File: config.mk
export PLATFORM = sky130hd
export DESIGN_NAME = xilly_fifo_drain_flat
export DESIGN_NICKNAME = d
export VERILOG_FILES = /design/src/rtl/xilly_fifo_drain_if.sv /design/src/rtl/xilly_fifo_drain.sv /design/src/flat_wrapper.sv
export SDC_FILE = /design/constraint.sdc
export NUM_CORES = 1
export LEC_CHECK = 0
export BUFFER_PORTS_ARGS = -buffer_cell sky130_fd_sc_hd__clkbuf_2
export CORE_ASPECT_RATIO = 1.1
export CORE_MARGIN = 1
export CORE_UTILIZATION = 39
export DETAILED_ROUTE_END_ITERATION = 6
export SETUP_SLACK_MARGIN = 0.3
export SYNTH_ARGS = -nofsm -noshare
export SYNTH_HDL_FRONTEND = slang
export SYNTH_SLANG_ARGS = --single-unit
File: constraint.sdc
create_clock -name clk -period 7.7 [get_ports clk]
set_input_delay 1.155 -clock clk [delete_from_list [all_inputs] [get_ports clk]]
set_output_delay 1.155 -clock clk [all_outputs]
set_load 0.1 [all_outputs]
File: src/rtl/xilly_fifo_drain_if.sv
// Handshake bundle between the drain block, the upstream sync FIFO read port
// and the downstream valid/ready consumer.
//   fifo_dout  [31:0]  FIFO read data, valid one cycle after an accepted read
//   fifo_empty         FIFO empty flag
//   fifo_rd_en         FIFO read strobe
//   m_data     [31:0]  output stream data
//   m_valid            output data valid
//   m_ready            downstream accepts the current word
//   m_last             final word of a packet
// master: the drain block. slave: the FIFO plus the downstream consumer.
interface xilly_fifo_drain_if;
    logic [31:0] fifo_dout;
    logic        fifo_empty;
    logic        fifo_rd_en;
    logic [31:0] m_data;
    logic        m_valid;
    logic        m_ready;
    logic        m_last;

    modport master (
        input  fifo_dout, fifo_empty, m_ready,
        output fifo_rd_en, m_data, m_valid, m_last
    );

    modport slave (
        output fifo_dout, fifo_empty, m_ready,
        input  fifo_rd_en, m_data, m_valid, m_last
    );
endinterface

File: src/rtl/xilly_fifo_drain.sv
// Drains a standard (non-FWFT) 32-bit sync FIFO into a valid/ready stream
// through a 4-entry elastic buffer, and frames the stream into PKT_LEN-word
// packets with a last flag and a wrapping packet counter.
//
// Ports:
//   clk        system clock, shared with the FIFO
//   rst        synchronous active-high reset
//   bus        handshake bundle (xilly_fifo_drain_if.master)
//   pkt_count  completed packets since reset, wraps at 2^CNT_W
//   busy       buffer non-empty or a FIFO read in flight
//
// Optional feature, macro XILLY_DRAIN_CHECKSUM_EN:
//   pkt_csum      XOR of all words of the last completed packet
//   pkt_csum_vld  one-cycle strobe, the cycle after the last word transfers
module xilly_fifo_drain #(
    parameter int PKT_LEN = 256,
    parameter int CNT_W   = 16
) (
    input  logic                 clk,
    input  logic                 rst,
    xilly_fifo_drain_if.master   bus,
    output logic [CNT_W-1:0]     pkt_count,
    output logic                 busy
`ifdef XILLY_DRAIN_CHECKSUM_EN
    ,
    output logic [31:0]          pkt_csum,
    output logic                 pkt_csum_vld
`endif
);

    localparam logic [15:0] LAST_IDX = 16'(PKT_LEN - 1);

    logic [31:0]      r_mem [4];
    logic [1:0]       r_wr_ptr;
    logic [1:0]       r_rd_ptr;
    logic [2:0]       r_occ;
    logic             r_infl;
    logic [15:0]      r_widx;
    logic [CNT_W-1:0] r_pkt_count;

    logic             w_credit_ok;
    logic             w_rd_en;
    logic             w_valid;
    logic             w_last;
    logic             w_xfer;

    // A read is only issued when the word it returns is guaranteed a slot,
    // counting the word already in flight. This keeps m_ready off the read path.
    assign w_credit_ok = ({1'b0, r_occ} + {3'b000, r_infl}) < 4'd4;
    assign w_rd_en     = ~rst & ~bus.fifo_empty & w_credit_ok;
    assign w_valid     = (r_occ != 3'd0);
    assign w_last      = (r_widx == LAST_IDX) & w_valid;
    assign w_xfer      = w_valid & bus.m_ready;

    assign bus.fifo_rd_en = w_rd_en;
    assign bus.m_valid    = w_valid;
    assign bus.m_data     = r_mem[r_rd_ptr];
    assign bus.m_last     = w_last;
    assign busy           = w_valid | r_infl;
    assign pkt_count      = r_pkt_count;

    always_ff @(posedge clk) begin
        if (rst) begin
            for (int i = 0; i < 4; i++) begin
                r_mem[i] <= 32'd0;
            end
            r_wr_ptr    <= 2'd0;
            r_rd_ptr    <= 2'd0;
            r_occ       <= 3'd0;
            r_infl      <= 1'b0;
            r_widx      <= 16'd0;
            r_pkt_count <= '0;
        end else begin
            r_infl <= w_rd_en;

            // FIFO dout is only valid for the cycle after the read, so the
            // in-flight word is captured unconditionally; credit ensures room.
            if (r_infl) begin
                r_mem[r_wr_ptr] <= bus.fifo_dout;
                r_wr_ptr        <= r_wr_ptr + 2'd1;
            end

            if (w_xfer) begin
                r_rd_ptr <= r_rd_ptr + 2'd1;
                if (w_last) begin
                    r_widx      <= 16'd0;
                    r_pkt_count <= r_pkt_count + CNT_W'(1);
                end else begin
                    r_widx <= r_widx + 16'd1;
                end
            end

            r_occ <= r_occ + {2'b00, r_infl} - {2'b00, w_xfer};
        end
    end

`ifdef XILLY_DRAIN_CHECKSUM_EN
    logic [31:0] r_csum_acc;
    logic [31:0] r_pkt_csum;
    logic        r_pkt_csum_vld;

    assign pkt_csum     = r_pkt_csum;
    assign pkt_csum_vld = r_pkt_csum_vld;

    always_ff @(posedge clk) begin
        if (rst) begin
            r_csum_acc     <= 32'd0;
            r_pkt_csum     <= 32'd0;
            r_pkt_csum_vld <= 1'b0;
        end else begin
            r_pkt_csum_vld <= 1'b0;
            if (w_xfer) begin
                if (w_last) begin
                    // Fold the last word in directly and restart for the next packet.
                    r_pkt_csum     <= r_csum_acc ^ bus.m_data;
                    r_pkt_csum_vld <= 1'b1;
                    r_csum_acc     <= 32'd0;
                end else begin
                    r_csum_acc <= r_csum_acc ^ bus.m_data;
                end
            end
        end
    end
`endif

endmodule
File: src/flat_wrapper.sv
// flat-port wrapper written by rule: the top's interface ports become plain ports
module xilly_fifo_drain_flat 
#(
    parameter int PKT_LEN = 256,
    parameter int CNT_W   = 16
)
  (clk, rst, pkt_count, busy, bus_fifo_dout, bus_fifo_empty, bus_m_ready, bus_fifo_rd_en, bus_m_data, bus_m_valid, bus_m_last);
  xilly_fifo_drain_if bus_i ();
  input  logic clk;
  input  logic rst;
  output logic [CNT_W-1:0] pkt_count;
  output logic busy;
  input wire logic [$bits(bus_i.fifo_dout)-1:0] bus_fifo_dout;
  input wire logic [$bits(bus_i.fifo_empty)-1:0] bus_fifo_empty;
  input wire logic [$bits(bus_i.m_ready)-1:0] bus_m_ready;
  output wire logic [$bits(bus_i.fifo_rd_en)-1:0] bus_fifo_rd_en;
  output wire logic [$bits(bus_i.m_data)-1:0] bus_m_data;
  output wire logic [$bits(bus_i.m_valid)-1:0] bus_m_valid;
  output wire logic [$bits(bus_i.m_last)-1:0] bus_m_last;
  assign bus_i.fifo_dout = bus_fifo_dout;
  assign bus_i.fifo_empty = bus_fifo_empty;
  assign bus_i.m_ready = bus_m_ready;
  assign bus_fifo_rd_en = bus_i.fifo_rd_en;
  assign bus_m_data = bus_i.m_data;
  assign bus_m_valid = bus_i.m_valid;
  assign bus_m_last = bus_i.m_last;
  xilly_fifo_drain #(.PKT_LEN(PKT_LEN), .CNT_W(CNT_W)) u_core (.clk(clk), .rst(rst), .bus(bus_i), .pkt_count(pkt_count), .busy(busy));
endmodule
# Word-level counts from Yosys, hierarchy flattened

Memories as Yosys holds them, arrays and structs flattened. A register that Yosys moved wholly into a read port is not among the register bits.
Index checks and enable logic that the tools add are counted.

Register bits: 40
Memory bits (writable): 128
Word-level logic and storage cells: 37
Memories kept: 1

Add/subtract/negate cells: 7
Magnitude comparators: 1
Equality and inequality tests: 1
Multiplexer cells: 11
Bitwise operators: 7
Reduce and logical (&&, ||, !) cells: 3

Memory list:

| name         | words | width | rd ports | clocked after memory_dff | write ports | line                   | RTL |
|---|---|---|---|---|---|---|---|
| u_core.r_mem | 4     | 32    | 1        | 1                        | 4           | xilly_fifo_drain.sv:33 | `logic [31:0] r_mem [4];` |

Operators with widths:

| operator                                            | count |
|---|---|
| adder 16 x 1 -> 16 bit (second input constant)      | 2 |
| two-way mux 32 bit                                  | 1 |
| OR reduction 32 bit                                 | 1 |
| == test 16 x 8 -> 1 bit (second input constant)     | 1 |
| two-way mux 16 bit                                  | 1 |
| two-way mux 1 bit                                   | 6 |
| two-way mux 2 bit                                   | 3 |
| adder 2 x 1 -> 2 bit (second input constant)        | 2 |
| adder 3 x 1 -> 4 bit                                | 1 |
| AND 1 bit                                           | 4 |
| < comparator 4 x 3 -> 1 bit (second input constant) | 1 |
| adder 3 x 1 -> 3 bit                                | 1 |
| nonzero test 3 bit                                  | 1 |
| subtractor 3 x 1 -> 3 bit                           | 1 |
| inverter 1 bit                                      | 2 |
| AND reduction 2 bit                                 | 1 |
| OR 1 bit                                            | 1 |

# Depth between registers and ports, before layout

Gate-level depths: netlist of run 1.

Word-level depth: 5
Depth in mapped cells: 8

# Least setup slack after synthesis of run 1

No wires, ideal clock.

Kind: input -> output
Start point: input port rst
End point: output port bus_fifo_rd_en
Arrival time: 3613 ps
Data required time: 6545 ps
Path slack: 2932 ps
Stages on the path: 3
Buffers on the path: 2
Cells stage by stage: clkbuf_1 > clkbuf_1 > nor3_1

Cells in the longest elaborated chain, start to end: 3

RTL lines:

| element                | line                   | RTL |
|---|---|---|
| from (decl)            | flat_wrapper.sv:10     | `input logic rst;` |
| inverter 1 bit         | xilly_fifo_drain.sv:50 | `assign w_rd_en = ~rst & ~bus.fifo_empty & w_credit_ok;` |
| AND 1 bit (2 in a row) | xilly_fifo_drain.sv:50 |  |
| to (decl)              | flat_wrapper.sv:16     | `output wire logic [$bits(bus_i.fifo_rd_en)-1:0] bus_fifo_rd_en;` |

No other way between the ends.

# Final worst setup path of run 1

Start point: register u_core.r_widx[1]
End point: output port bus_m_last

Cells in the longest elaborated chain, start to end: 2

RTL lines:

| element                 | line                   | RTL |
|---|---|---|
| from (decl)             | xilly_fifo_drain.sv:38 | `logic [15:0] r_widx;` |
| from (signal assigned)  | xilly_fifo_drain.sv:89 | `r_widx <= r_widx + 16'd1;` |
| == test 16 x 8 -> 1 bit | xilly_fifo_drain.sv:52 | `assign w_last = (r_widx == LAST_IDX) & w_valid;` |
| AND 1 bit               | xilly_fifo_drain.sv:52 |  |
| to (decl)               | flat_wrapper.sv:19     | `output wire logic [$bits(bus_i.m_last)-1:0] bus_m_last;` |

No other way between the ends.

==> results of run 1 <==
[layer usage]
layer | track usage | vias to the layer above | wire [um]
li1 | - | 2191 | -
met4 | 0.05112 | 0 | 81
met2 | 0.2858 | 124 | 8150
met3 | 0.04184 | 7 | 634
met5 | 0 | - | 0
met1 | 0.2103 | 2385 | 6913
[layout by cell type, fill, tap and decap left out, types with 6 or more instances in the layout]
cell	count
sky130_fd_sc_hd__o31ai_1	11
sky130_fd_sc_hd__o21ai_0	7
sky130_fd_sc_hd__xnor2_1	10
sky130_fd_sc_hd__dfxtp_1	40
sky130_fd_sc_hd__inv_1	8
sky130_fd_sc_hd__or4_1	11
sky130_fd_sc_hd__or3_1	9
sky130_fd_sc_hd__mux4_2	32
sky130_fd_sc_hd__clkbuf_2	87
sky130_fd_sc_hd__nand3_1	9
sky130_fd_sc_hd__clkbuf_16	17
sky130_fd_sc_hd__nand2_1	17
sky130_fd_sc_hd__and2_1	128
sky130_fd_sc_hd__nand4_1	9
sky130_fd_sc_hd__nor4_1	6
sky130_fd_sc_hd__a21oi_1	20
sky130_fd_sc_hd__edfxtp_1	128
sky130_fd_sc_hd__buf_4	7
sky130_fd_sc_hd__nor2_1	20
[layout make-up]
| class | count | area [um^2] |
|---|---|---|
| Inverter | 9 | 33.78 |
| Clock inverter | 15 | 141.4 |
| Clock buffer | 17 | 425.4 |
| Tap cell | 243 | 304.0 |
| Fill cell | 1647 | 9876 |
| Sequential cell | 170 | 4687 |
| Multi-Input combinational cell | 338 | 2718 |
| Timing Repair Buffer | 94 | 488.0 |
[state kept, by name (all words and copies together), names as in the netlist, named ones only]
register,count
u_core.r_wr_ptr,2
u_core.r_mem,128
u_core.r_widx,16
u_core.r_rd_ptr,2
u_core.r_occ,3
u_core.pkt_count,16
u_core.r_infl,1
[through the flow]
stage	cell area (um^2)	utilization
final	8797	0.4711
after global routing	8797	0.4711
after CTS	8797	0.4711
after detailed placement	8230	0.4408
after global placement	8230	0.4408
after floorplan	7528	-
[cells by family after synthesis]
kind of cell	share of synthesized area
AOI/OAI and AO/OA	0.03739
xor gates and xnor gates	0.01745
adders and majority gates	0.01097
buffers and inverters	0.02061
DFF	0.6222
muxes	0.09872
and+or+nand+nor	0.1926
[power by group]
| part | internal (uW) | switching (uW) | leakage [uW] |
|---|---|---|---|
| Clock | 451 | 365 | 0.000271 |
| Sequential | 1050 | 45.5 | 0.00167 |
| Combinational | 197 | 674 | 0.00130 |
| Total | 1700 | 1080 | 0.00324 |
[worst reg2reg max path: stages (launching register included)]
cell	delay, ns
sky130_fd_sc_hd__dfxtp_1	0.38
sky130_fd_sc_hd__o31ai_4	0.25
sky130_fd_sc_hd__buf_4	0.29
sky130_fd_sc_hd__clkinv_1	0.30
sky130_fd_sc_hd__ha_1	0.37
sky130_fd_sc_hd__inv_1	0.04
sky130_fd_sc_hd__ha_1	0.18
sky130_fd_sc_hd__fa_1	0.37
sky130_fd_sc_hd__xor2_1	0.16
sky130_fd_sc_hd__nor2_1	0.05
[worst min-delay path by stage]
stage | startpoint | to | slack, ns | depth (start not counted)
after CTS | u_core.r_widx[1] | u_core.r_widx[1] | 0.49 | 2
after detailed placement | u_core.r_widx[1] | u_core.r_widx[1] | 0.48 | 2
final | u_core.r_widx[0] | u_core.r_widx[0] | 0.49 | 2
after floorplan | u_core.r_widx[1] | u_core.r_widx[1] | 0.45 | 2
after global placement | u_core.r_widx[1] | u_core.r_widx[1] | 0.46 | 2
after global routing | u_core.r_widx[1] | u_core.r_widx[1] | 0.50 | 2
==> run summary, run 1 <==
Clock Sinks = 170
slack of the worst reg-to-reg path = 5.18 ns
clock tree from TritonCTS = yes
initial drt markers = 287
launching point of the worst reg2reg path = u_core.r_occ[0]
nets in the synthesized netlist = 588
clock transition at the register clock pins on the worst setup and hold paths after CTS = 0.07 ns
setup repair after global routing missed its margin = false
power per unit of standard cell area = 316.1 nW/um^2
slew margin rel. = 0.2382
DRC violations left = 0
ratio of cells with drive above 1 in the final layout = 0.2706
worst stage delay on the critical path = 0.48 ns
fraction of synthesis flops using an asynchronous set or reset pin = 0
floorplan row count = 52
Core Area = 18,670 um^2
Buf/Inv on CP = 1
distinct cell type count after synthesis = 41
post-route worst hold slack = 0.4897 ns
Ports = 88
type of element capturing the critical path = output port
Via Count = 4,707
cell types with the largest area share after synthesis = sky130_fd_sc_hd__edfxtp_1 (51%), sky130_fd_sc_hd__dfxtp_1 (11%), sky130_fd_sc_hd__and2_1 (11%), sky130_fd_sc_hd__mux4_2 (9.6%), sky130_fd_sc_hd__a21oi_1 (1.3%)
Avg Synthesized Cell Area = 13.79 um^2
total of endpoints with negative setup slack in the final report = 0
startpoint of the worst setup timing path = u_core.r_widx[1]
remaining global-route overflow = 0
timing-limited maximum frequency = 0.2876 GHz
Final Hold Violating Endpoints = 0
Clock H-tree levels = 4
number of flops mapped to enable cells by yosys = 128
number of antenna violations at the first check in global routing = 0
All-Layer GR Usage = 0.1679
overall power of the completed layout = 2781 uW
dpl hpwl = 9355 um
worst setup slack before clock tree synthesis = 4.339 ns
peak ir drop on the vdd network = 0.2257 mV
cell count after placement = 854
cts repair resizes = 0
critical-path cell with the highest stage delay = sky130_fd_sc_hd__clkbuf_2
number of global-route vias before repair = 4,804
depth of the most critical reg-to-reg path = 9
list of most frequent post-synthesis cells = sky130_fd_sc_hd__and2_1 (128), sky130_fd_sc_hd__edfxtp_1 (128), sky130_fd_sc_hd__dfxtp_1 (42)
post-route clock skew = 0.006952 ns
Yosys top cell area share = 0.5106
post-layout minimum cycle time = 3.477 ns
kind of cell adding the most delay to the critical path = simple AND/OR/NAND/NOR gates
maximum number of pins on one net before global-route repair = 38
Crit path required time = 6.55 ns
post-layout worst setup margin = 4.223 ns
vias per std cell = 5.313
wire per inst = 17.81 um
net count reported at finish = 672
Seq/Total Area, Yosys = 0.6222
post-CTS setup-driven buffer insertion count = 0
cell taking the most area after synthesis = sky130_fd_sc_hd__edfxtp_1
Worst-Skew Late Latency = 0.42 ns
max-slew violations = 0
number of gates on the worst path with buffers counted = 5
total inserted antenna cells = 0
element type at the critical path start = flip-flop
termination of the worst setup path = bus_m_last
number of warnings reported in the yosys synthesis log = 0
Max Cap Violations = 0
number of buffers inserted during clock tree synthesis = 17
number of nets with antenna violations after routing = 0
arrival time of data at the critical path endpoint = 2.32 ns
Crit Reg-Reg Endpoint = u_core.r_occ[2]
portion of the clock cycle consumed by the worst path in the final layout = 0.4516
flops & latches, synth = 170
Post-Route WL = 15,780 um
die width = 134.5 um
Crit Path Max Fanout = 25
Clock Tree Buf Depth = 2
startpoint-to-endpoint class of the critical path = reg -> out
prevailing post-synth register cell = sky130_fd_sc_hd__edfxtp_1
Mapped Cells = 546
first-pass GRT wire length = 24,990 um
post-cts hold buffer count = 0
first-pass detailed-route iteration total = 4
Tightest Hold Check Type = reg -> reg
final cell count without fillers = 886
LEAKAGE = 0.003241 uW
port bufs = 87
die footprint = 19,860 um^2
layout-stage area growth over the synthesis result = 16.85%
initial core utilization = 0.4032
actual transition at the worst max-transition pin = 1.140 ns
result of the run = finished, final reports clean
die outline height = 147.7 um
final weighted congestion of routability-driven global placement = 0.7689
final-layout setup total negative slack = 0 ns
mapped cell area = 7528 um^2
Root Driver = sky130_fd_sc_hd__clkbuf_16
critical-path cell list = ha_1, and4b_1, nand4_4, nor2_1, clkbuf_2
Power figures use the tool's default switching activity.
==> run 2: changes to the inputs <==
==> constraint.sdc (replaced) <==
create_clock -name clk -period 3.2 [get_ports clk]
set_input_delay 0.48 -clock clk [delete_from_list [all_inputs] [get_ports clk]]
set_output_delay 0.48 -clock clk [all_outputs]
set_load 0.1 [all_outputs]
==> run 2 against run 1 <==
  * Wire length is 2.7% higher
  * Largest cell class unchanged
  * Worst hold slack worse by 0.24 ns
  * Critical path depth stayed put
  * Highest routed layer unchanged
  * Clock skew is 0.0051 ns higher
  * Register-to-register slack worse by 4.4 ns
  * Sequential share of layout area is 0.38 points lower
  * Total power is 140% higher
  * Largest power group unchanged
  * Via count is 0.21% lower
  * Count of clock-buffer cells in the layout is 2 higher
  * Clock power is 130% higher
  * Combinational power is 150% higher
  * Non-clock buffer count is 6 higher
==> run summary, run 2 (synthesis results as in run 1) <==
result of the run = finished, final reports clean
Core Area = 18,670 um^2 (unchanged)
Via Count = 4,697 (-0.21%)
element type at the critical path start = flip-flop
Max Cap Violations = 0 (unchanged)
All-Layer GR Usage = 0.1705 (+0.002630)
clock network fraction of total power = 0.281 (-0.012)
startpoint-to-endpoint class of the critical path = reg -> out
number of antenna violations at the first check in global routing = 0 (unchanged)
Root Driver = sky130_fd_sc_hd__clkbuf_16
most frequent cells in the layout = sky130_fd_sc_hd__and2_1 (128), sky130_fd_sc_hd__edfxtp_1 (128), sky130_fd_sc_hd__clkbuf_2 (86), sky130_fd_sc_hd__dfxtp_1 (40), sky130_fd_sc_hd__mux4_2 (32)
DRC violations left = 0 (unchanged)
number of flip-flops in the largest register = 128 (unchanged)
clock transition at the register clock pins on the worst setup and hold paths after CTS = 0.07 ns (about the same)
wire per inst = 18.15 um (+1.9%)
initial drt markers = 288 (+0.35%)
Crit path required time = 2.72 ns (-3.83 ns)
initial core utilization = 0.4032 (unchanged)
Clock Tree Buf Depth = 2 (unchanged)
type of element capturing the critical path = output port
proportion of total power due to net switching = 0.3947 (+0.004883)
port bufs = 87 (unchanged)
max-slew violations = 0 (unchanged)
Ports = 88 (unchanged)
total inserted antenna cells = 0 (unchanged)
dpl hpwl = 9748 um (+4.2%)
vias per std cell = 5.260 (-0.99%)
total of endpoints with negative setup slack in the final report = 0 (unchanged)
power per unit of standard cell area = 750.6 nW/um^2 (+140%)
maximum number of pins on one net before global-route repair = 33 (-13%)
post-route clock skew = 0.01202 ns (+0.005068 ns)
slew margin rel. = 0.3627 (+0.1244)
Crit Reg-Reg Endpoint = u_core.r_occ[2]
Tightest Hold Check Type = in -> reg
Crit Path Max Fanout = 25 (unchanged)
die width = 134.5 um (unchanged)
Clock Sinks = 170 (unchanged)
final-layout setup total negative slack = 0 ns (unchanged)
LEAKAGE = 0.003275 uW (+1.0%)
first-pass detailed-route iteration total = 4 (unchanged)
number of nets with antenna violations after routing = 0 (unchanged)
net count reported at finish = 679 (+1.0%)
Worst-Skew Late Latency = 0.43 ns (about the same)
peak ir drop on the vdd network = 0.4315 mV (+91%)
termination of the worst setup path = bus_m_last
clock tree from TritonCTS = yes
launching point of the worst reg2reg path = u_core.r_occ[1]
portion of the clock cycle consumed by the worst path in the final layout = 0.8611
die outline height = 147.7 um (unchanged)
number of global-route vias before repair = 4,799 (-0.10%)
startpoint of the worst setup timing path = u_core.r_widx[0]
final weighted congestion of routability-driven global placement = 0.7659 (-0.39%)
switching power = 2626 uW (+140%)
post-cts hold buffer count = 0 (unchanged)
Logic pwr share = 0.321 (+0.008)
sequential fraction of design power = 0.397 (+0.003)
most flop-heavy register = u_core.r_mem
worst setup slack before clock tree synthesis = 0.4985 ns (-3.841 ns)
post-layout worst setup margin = 0.4444 ns (-3.778 ns)
setup repair after global routing missed its margin = true
Clock H-tree levels = 4 (unchanged)
arrival time of data at the critical path endpoint = 2.28 ns (-0.04 ns)
layout-stage area growth over the synthesis result = 17.70%
timing-limited maximum frequency = 0.3629 GHz
Post-Route WL = 16,210 um (+2.7%)
depth of the most critical reg-to-reg path = 8 (-1)
total internal power = 4026 uW (+140%)
post-layout minimum cycle time = 2.756 ns
Final Hold Violating Endpoints = 0 (unchanged)
number of buffers inserted during clock tree synthesis = 17 (unchanged)
remaining global-route overflow = 0 (unchanged)
actual transition at the worst max-transition pin = 0.9560 ns (-0.1836 ns)
ratio of cells with drive above 1 in the final layout = 0.2769 (+0.006317)
slack of the worst reg-to-reg path = 0.77 ns (-4.41 ns)
floorplan row count = 52 (unchanged)
filler instances = 1,648 (+0.061%)
first-pass GRT wire length = 25,360 um (+1.5%)
die footprint = 19,860 um^2 (unchanged)
[run 2: changes by cell type in the layout (fill, tap and decap cells not counted), moves of 2 or more]
cell / change
sky130_fd_sc_hd__clkinvlp_4: -2
sky130_fd_sc_hd__buf_12: +3
sky130_fd_sc_hd__clkbuf_1: +2
sky130_fd_sc_hd__buf_4: +3
sky130_fd_sc_hd__clkinv_4: -2
[run 2: what timing repair did]
| item | CTS | global route |
|---|---|---|
| resized for setup | 0 | 1 |
| setup endpoints to repair | 0 | 2 |
| buffers inserted | 0 | 0 |
[run 2: area by class of cell]
class	count	area [um^2]	share of cell area
Multi-Input combinational cell	339	2738	0.3090
Inverter	9	33.78	0.003812
Clock buffer	19	432.9	0.04886
Tap cell	243	304.0	0.03431
Sequential cell	170	4687	0.5289
Timing Repair Buffer	100	570.5	0.06439
Clock inverter	13	95.09	0.01073
[run 2: power groups by stage]
stage / registers [uW] / logic (uW) / clock network (uW)
2_1_floorplan: 2620 / 1820 / 0
3_3_place_gp: 2670 / 2140 / 0
3_5_place_dp: 2680 / 2160 / 0
4_1_cts: 2630 / 2160 / 1910
5_1_grt: 2660 / 2240 / 1990
6_report: 2640 / 2140 / 1870
[run 2: per-stage QoR]
step	cells	hold WS [ns]	power [uW]	utilization	instance area (um^2)
5_1_grt	893	0.2394	6890	0.4745	8861
2_1_floorplan	546	0.4492	4447	-	7536
6_report	893	0.2454	6651	0.4745	8861
4_1_cts	892	0.2250	6700	0.4739	8848
3_3_place_gp	860	0.4577	4810	0.4456	8320
3_5_place_dp	860	0.4696	4838	0.4456	8320
[run 2: worst min-delay path by stage]
stage	from	end	depth (start not counted)	slack, ns
after floorplan	u_core.r_widx[1]	u_core.r_widx[1]	2	0.45
after global placement	u_core.r_widx[1]	u_core.r_widx[1]	2	0.46
after detailed placement	u_core.r_widx[1]	u_core.r_widx[1]	2	0.47
after CTS	bus_fifo_empty	u_core.r_infl	2	0.22
after global routing	bus_fifo_empty	u_core.r_infl	2	0.24
final	bus_fifo_empty	u_core.r_infl	2	0.25
[run 2: critical path, cell delays in order (launching register included)]
cell                      delay, ns
sky130_fd_sc_hd__dfxtp_1       0.38
sky130_fd_sc_hd__ha_1          0.23
sky130_fd_sc_hd__and4b_1       0.29
sky130_fd_sc_hd__nand4_4       0.34
sky130_fd_sc_hd__nor2_2        0.16
sky130_fd_sc_hd__buf_2         0.44
[run 2: metal layers]
layer	global-route usage	wire length [um]	vias to the layer above
li1	-	-	2208
met1	0.2029	7021	2365
met2	0.3005	8299	102
met3	0.03258	622	22
met4	0.07247	263	0
met5	0	0	-
